`src/rtl/ae350_dvs_ctrl.sv`:
```
// ae350_dvs_ctrl: shared-ramp dynamic voltage scaling controller for NUM_PD power-domain channels
module ae350_dvs_ctrl #(
    parameter int                NUM_PD     = 7,
    parameter int                VS_W       = 3,
    parameter int                RST_VS     = 4,
    parameter int                STEP_CYC   = 4,
    parameter int                SETTLE_CYC = 8,
    parameter logic [NUM_PD-1:0] AON_MASK   = 'b1
) (
    input  logic                   aopd_clk_32k,
    input  logic                   aopd_rtc_rstn,
    input  logic [NUM_PD-1:0]      pcs_vol_scale_req,
    input  logic [NUM_PD*VS_W-1:0] pcs_vol_scale,
    input  logic [NUM_PD-1:0]      voltage_unstable,
    output logic [NUM_PD-1:0]      pcs_vol_scale_ack,
    output logic [NUM_PD-1:0]      pd_vol_on,
    output logic [NUM_PD*VS_W-1:0] pd_vol_level,
    output logic                   dvs_busy
);
    localparam int PW = NUM_PD > 1 ? $clog2(NUM_PD) : 1;
    localparam int SW = STEP_CYC > 1 ? $clog2(STEP_CYC) : 1;
    localparam int CW = SETTLE_CYC > 1 ? $clog2(SETTLE_CYC) : 1;

    typedef enum logic [1:0] {IDLE, RAMP, SETTLE, ACK} state_e;

    state_e                       st_q;
    logic [NUM_PD-1:0]            req_m_q, req_s_q, ack_q, on_q;
    logic [NUM_PD-1:0][VS_W-1:0]  lvl_q;
    logic [PW-1:0]                rr_q, ch_q, gnt;
    logic [VS_W-1:0]              tgt_q, tgt_g, lvl_nxt;
    logic [SW-1:0]                step_q;
    logic [CW-1:0]                set_q;
    logic [NUM_PD-1:0]            pend;

    assign pcs_vol_scale_ack = ack_q;
    assign pd_vol_on         = on_q;
    assign pd_vol_level      = lvl_q;
    assign dvs_busy          = st_q != IDLE;

    // Two-flop synchroniser bringing requests into the always-on clock domain
    always_ff @(posedge aopd_clk_32k or negedge aopd_rtc_rstn) begin
        if (!aopd_rtc_rstn) begin
            req_m_q <= '0;
            req_s_q <= '0;
        end else begin
            req_m_q <= pcs_vol_scale_req;
            req_s_q <= req_m_q;
        end
    end

    // Round-robin pick: first pending channel at or after rr_q, wrapping; also the one-LSB step toward target
    always_comb begin
        pend = req_s_q & ~ack_q & ~AON_MASK;
        gnt  = '0;
        for (int k = NUM_PD - 1; k >= 0; k--)
            if (pend[(int'(rr_q) + k) % NUM_PD]) gnt = PW'((int'(rr_q) + k) % NUM_PD);
        tgt_g   = pcs_vol_scale[int'(gnt)*VS_W +: VS_W];
        lvl_nxt = lvl_q[ch_q] < tgt_q ? lvl_q[ch_q] + 1'b1 : lvl_q[ch_q] - 1'b1;
    end

    // Ramp engine FSM with all per-channel level, valid and acknowledge state
    always_ff @(posedge aopd_clk_32k or negedge aopd_rtc_rstn) begin
        if (!aopd_rtc_rstn) begin
            st_q   <= IDLE;
            rr_q   <= '0;
            ch_q   <= '0;
            tgt_q  <= '0;
            step_q <= '0;
            set_q  <= '0;
            ack_q  <= '0;
            for (int i = 0; i < NUM_PD; i++) begin
                lvl_q[i] <= AON_MASK[i] ? '1 : VS_W'(RST_VS);
                on_q[i]  <= AON_MASK[i] || (RST_VS != 0);
            end
        end else begin
            for (int i = 0; i < NUM_PD; i++)
                if (AON_MASK[i]) ack_q[i] <= req_s_q[i];
            case (st_q)
                IDLE: if (|pend) begin
                    ch_q  <= gnt;
                    tgt_q <= tgt_g;
                    if (tgt_g == lvl_q[gnt]) begin
                        st_q       <= ACK;
                        ack_q[gnt] <= 1'b1;
                        on_q[gnt]  <= lvl_q[gnt] != '0;
                    end else begin
                        st_q      <= RAMP;
                        step_q    <= '0;
                        on_q[gnt] <= 1'b0;
                    end
                end
                RAMP: if (!voltage_unstable[ch_q]) begin
                    if (step_q == SW'(STEP_CYC - 1)) begin
                        step_q      <= '0;
                        lvl_q[ch_q] <= lvl_nxt;
                        if (lvl_nxt == tgt_q) begin
                            st_q  <= SETTLE;
                            set_q <= '0;
                        end
                    end else begin
                        step_q <= step_q + 1'b1;
                    end
                end
                SETTLE: if (voltage_unstable[ch_q]) begin
                    set_q <= '0;
                end else if (set_q == CW'(SETTLE_CYC - 1)) begin
                    st_q        <= ACK;
                    ack_q[ch_q] <= 1'b1;
                    on_q[ch_q]  <= lvl_q[ch_q] != '0;
                end else begin
                    set_q <= set_q + 1'b1;
                end
                ACK: if (!req_s_q[ch_q]) begin
                    ack_q[ch_q] <= 1'b0;
                    rr_q        <= ch_q == PW'(NUM_PD - 1) ? '0 : ch_q + 1'b1;
                    st_q        <= IDLE;
                end
                default: st_q <= IDLE;
            endcase
        end
    end
endmodule

```
`config.mk`:
```
export PLATFORM = sky130hd
export DESIGN_NAME = ae350_dvs_ctrl
export DESIGN_NICKNAME = d
export VERILOG_FILES = /design/src/rtl/ae350_dvs_ctrl.sv
export SDC_FILE = /design/constraint.sdc
export NUM_CORES = 1
export LEC_CHECK = 0
export ABC_AREA = 1
export BUFFER_PORTS_ARGS = -buffer_cell sky130_fd_sc_hd__buf_2
export CAP_MARGIN = 5
export CORE_AREA = 2 2 144 146
export DETAILED_ROUTE_END_ITERATION = 12
export DIE_AREA = 0 0 146 148
export PLACE_DENSITY = 0.5
export SYNTH_ARGS = -nofsm -noshare
export SYNTH_HDL_FRONTEND = slang
export SYNTH_SLANG_ARGS = --single-unit
```
`constraint.sdc`:
```
create_clock -name aopd_clk_32k -period 5.05 [get_ports aopd_clk_32k]
set_clock_uncertainty 0.1 [all_clocks]
set_input_delay 0.7575 -clock aopd_clk_32k [delete_from_list [all_inputs] [get_ports aopd_clk_32k]]
set_output_delay 0.7575 -clock aopd_clk_32k [all_outputs]
set_load 0.01 [all_outputs]
```
==> reports/qor_table.md <==
| Item | Value |
| --- | --- |
| Routed via count | 6,802 |
| Post-synthesis net count | 1,061 |
| Clock buffer count from CTS | 9 |
| Drt first-iter violations | 628 |
| Maximum fanout encountered on the critical timing path | 12 |
| Ratio of cells with drive above 1 in the final layout | 0.2249 |
| Post-layout min period | 4.721 ns |
| Routed Antenna Nets | 0 |
| Most frequent cells in the layout | 307 x sky130_fd_sc_hd__nand2_1, 132 x sky130_fd_sc_hd__inv_1, 80 x sky130_fd_sc_hd__nand3_1 |
| Achievable clock frequency | 211.8 MHz |
| Standard-cell rows | 52 |
| Layout area overhead | 21.34% |
| Worst setup startpoint | rr_q[1]$_DFFE_PN0P_ |
| Most common library cell in the layout ignoring fill and taps | sky130_fd_sc_hd__nand2_1 |
| Cells after DPL | 1,341 |
| Antenna violations before repair | 0 |
| Number of iterations in the first detailed-routing pass | 5 |
| Routed len/inst | 16.02 um |
| EDFF count, synth | 0 |
| Arrival @ worst endpoint | 4.85 ns |
| Number of different library cells in the post-synthesis netlist | 53 |
| Initial Utilization | 0.3157 |
| Skew-Pair Late Insertion Delay | 0.34 ns |
| Cell area after synthesis | 6327 um^2 |
| Total GRT Usage | 0.2010 |
| CTS tree | built |
| Sequential element share of the synthesized area | 0.2602 |
| Number of failing hold endpoints at the final stage | 0 |
| Biggest cell delay along the critical path | 0.43 ns |
| Fin crit share | 0.9348 |
| Hold crit path type | flop to flop |
| Critical path's slowest cell | sky130_fd_sc_hd__dfrtp_2 |
| Worst flop-to-flop path startpoint | rr_q[1]$_DFFE_PN0P_ |
| Final setup slack of the worst path | 0.3293 ns |
| Crit start category | flop |
| HPWL after detailed placement | 16,990 um |
| Critical path capture point type | flop |
| Post-synthesis instance total | 991 |
| Wire length of the first global-routing pass | 34,380 um |
| Worst max-slew margin expressed relative to the limit | 0.4495 |
| Minimum hold slack | 0.2414 ns |
| Largest net degree at the start of global routing | 46 |
| Number of failing setup endpoints in the final timing report | 0 |
| Pre-CTS WS | 0.1109 ns |
| Maximum clock insertion buffer count | 2 |
| Root buf cell | sky130_fd_sc_hd__clkbuf_16 |
| Prevailing post-synth register cell | sky130_fd_sc_hd__dfrtp_1 |
| Synthesized area per cell | 6.385 um^2 |
| H-tree levels | 3 |
| Vias in the first global route | 6,323 |
| Final global-route overflow total | 0 |
| Syn. warnings | 0 |
| Number of placed I/O pins | 73 |
| Remaining routing DRC violations | 0 |
| Number of nets in the layout | 1,172 |
| Placer's final routability congestion estimate | 0.9096 |
| Critical Setup Path Class | flop to flop |
| Number of standard cells in the final layout excluding fillers | 1,377 |
| Slew of the pin with the lowest slew margin | 0.8257 ns |
| Data required, critical path | 5.18 ns |
| Width of the die | 146 um |
| Setup repair after global routing missed its margin | true |
| Height of the chip | 148 um |
| Fin. max-slew vios | 0 |
| Via density per instance | 4.940 |
| Run status | finished, final reports clean |
| Core area | 20,040 um^2 |
| Critical hold path startpoint | req_m_q[2]$_DFF_PN0_ |
| Register bit total from synthesis | 65 |
| Num Clock Sinks | 65 |
| Number of buffers inserted by port buffering | 72 |
| Clock slew at the register clock pins of the worst setup and hold paths | 0.06 ns |
| Sum of routed wire length over all layers | 22,060 um |
| Max capacitance violation total | 0 |
| Number of diodes added for antenna fixing | 0 |
| Area of the die | 21,610 um^2 |
| Fraction of registers with async set or reset after synthesis | 1.000 |
==> flip-flops by register name, indices dropped and copies added, names as in the netlist <==
name and count:
req_s_q 7, rr_q 3, set_q 3, pd_vol_on 7
req_m_q 7, tgt_q 3, pd_vol_level 21, ch_q 3
st_q 2, pcs_vol_scale_ack 7, step_q 2
==> final cells by class <==
class,instances,area (um^2)
clock buffer,10,229.0
clock inverter,6,35.03
fill,2238,12360
inverter,147,551.8
multi-input combinational,758,4124
sequential,65,1649
tap,270,337.8
timing repair buffer,121,750.7
==> stage by stage <==
step                cell area [um^2]  utilization  TNS (ns)
global placement                7098       0.3542         0
global route                    7677       0.3831  -0.08989
CTS                             7362       0.3674         0
detailed placement              7098       0.3542         0
floorplan                       6327            -         0
finish                          7677       0.3831         0
==> final timing paths <==
| kind | to | slack (ns) | cells after the start |
|---|---|---|---|
| worst max-delay path | pcs_vol_scale_ack[1]$_DFFE_PN0P_ | 0.33 | 32 |
| worst min-delay path | req_s_q[2]$_DFF_PN0_ | 0.24 | 0 |
| worst max register to register | pcs_vol_scale_ack[1]$_DFFE_PN0P_ | 0.33 | 32 |
| worst min register to register | req_s_q[2]$_DFF_PN0_ | 0.24 | 0 |
| max in group asynchronous | pd_vol_on[4]$_DFFE_PN1P_ | 3.44 | 2 |
| min in group asynchronous | pd_vol_level[6]$_DFFE_PN0P_ | 0.41 | 1 |
==> critical path, delay by kind of cell (launching register included) <==
family / cells / cell delay, ns
buffers and inverters: 1 / 0.09
adder cells (fa/ha/maj): 4 / 0.90
AND/OR/NAND/NOR: 25 / 2.74
flip-flops: 1 / 0.43
AO/OA/AOI/OAI: 2 / 0.34
==> logic make-up after synthesis <==
group                    count (synthesis)  share of synthesized area
AND/OR/NAND/NOR                        549                     0.3892
flip-flops                              65                     0.2602
buffers and inverters                  170                     0.1125
XOR/XNOR                                 7                    0.01088
adder cells (fa/ha/maj)                 33                    0.06644
AO/OA/AOI/OAI                          166                     0.1592
multiplexers                             1                   0.001582
==> Yosys cell counts, drive strengths merged (2+ instances only) <==
cell | n | area [um^2]
o21a | 6 | 45.04
o21ai | 80 | 422.9
dfstp | 16 | 420.4
a21oi | 42 | 244.0
dfrtp | 49 | 1226
o211ai | 4 | 30.03
clkbuf | 6 | 22.52
ha | 32 | 400.4
nand4 | 14 | 87.58
a22oi | 7 | 52.55
o22ai | 9 | 56.30
buf | 17 | 137.6
inv | 146 | 548.0
a21boi | 3 | 37.54
nand3b | 2 | 15.01
xor2 | 6 | 60.06
nand2 | 347 | 1420
nor3 | 8 | 40.04
a211oi | 2 | 15.01
nor2 | 80 | 345.3
o21bai | 7 | 52.55
nand3 | 92 | 515.5
a221oi | 3 | 26.28
==> routing by layer <==
metal | vias up | wire [um] | track usage | share of wire
li1 | 3410 | - | - | -
met1 | 3170 | 10840 | 0.2955 | 0.49
met2 | 205 | 9894 | 0.3165 | 0.45
met3 | 17 | 1067 | 0.02438 | 0.048
met4 | 0 | 256 | 0.04369 | 0.012
met5 | - | 0 | 0 | 0
==> timing repair <==
action	4_1_cts	5_1_grt
buffers inserted	0	18
endpoints found under the hold margin	0	0
resized for setup	0	38
endpoints found under the setup margin	0	17
hold buffers	0	0
Power is left out: the tool's default activity adds up to more than one toggle a clock period on the data nets, which glitch-free logic cannot reach.
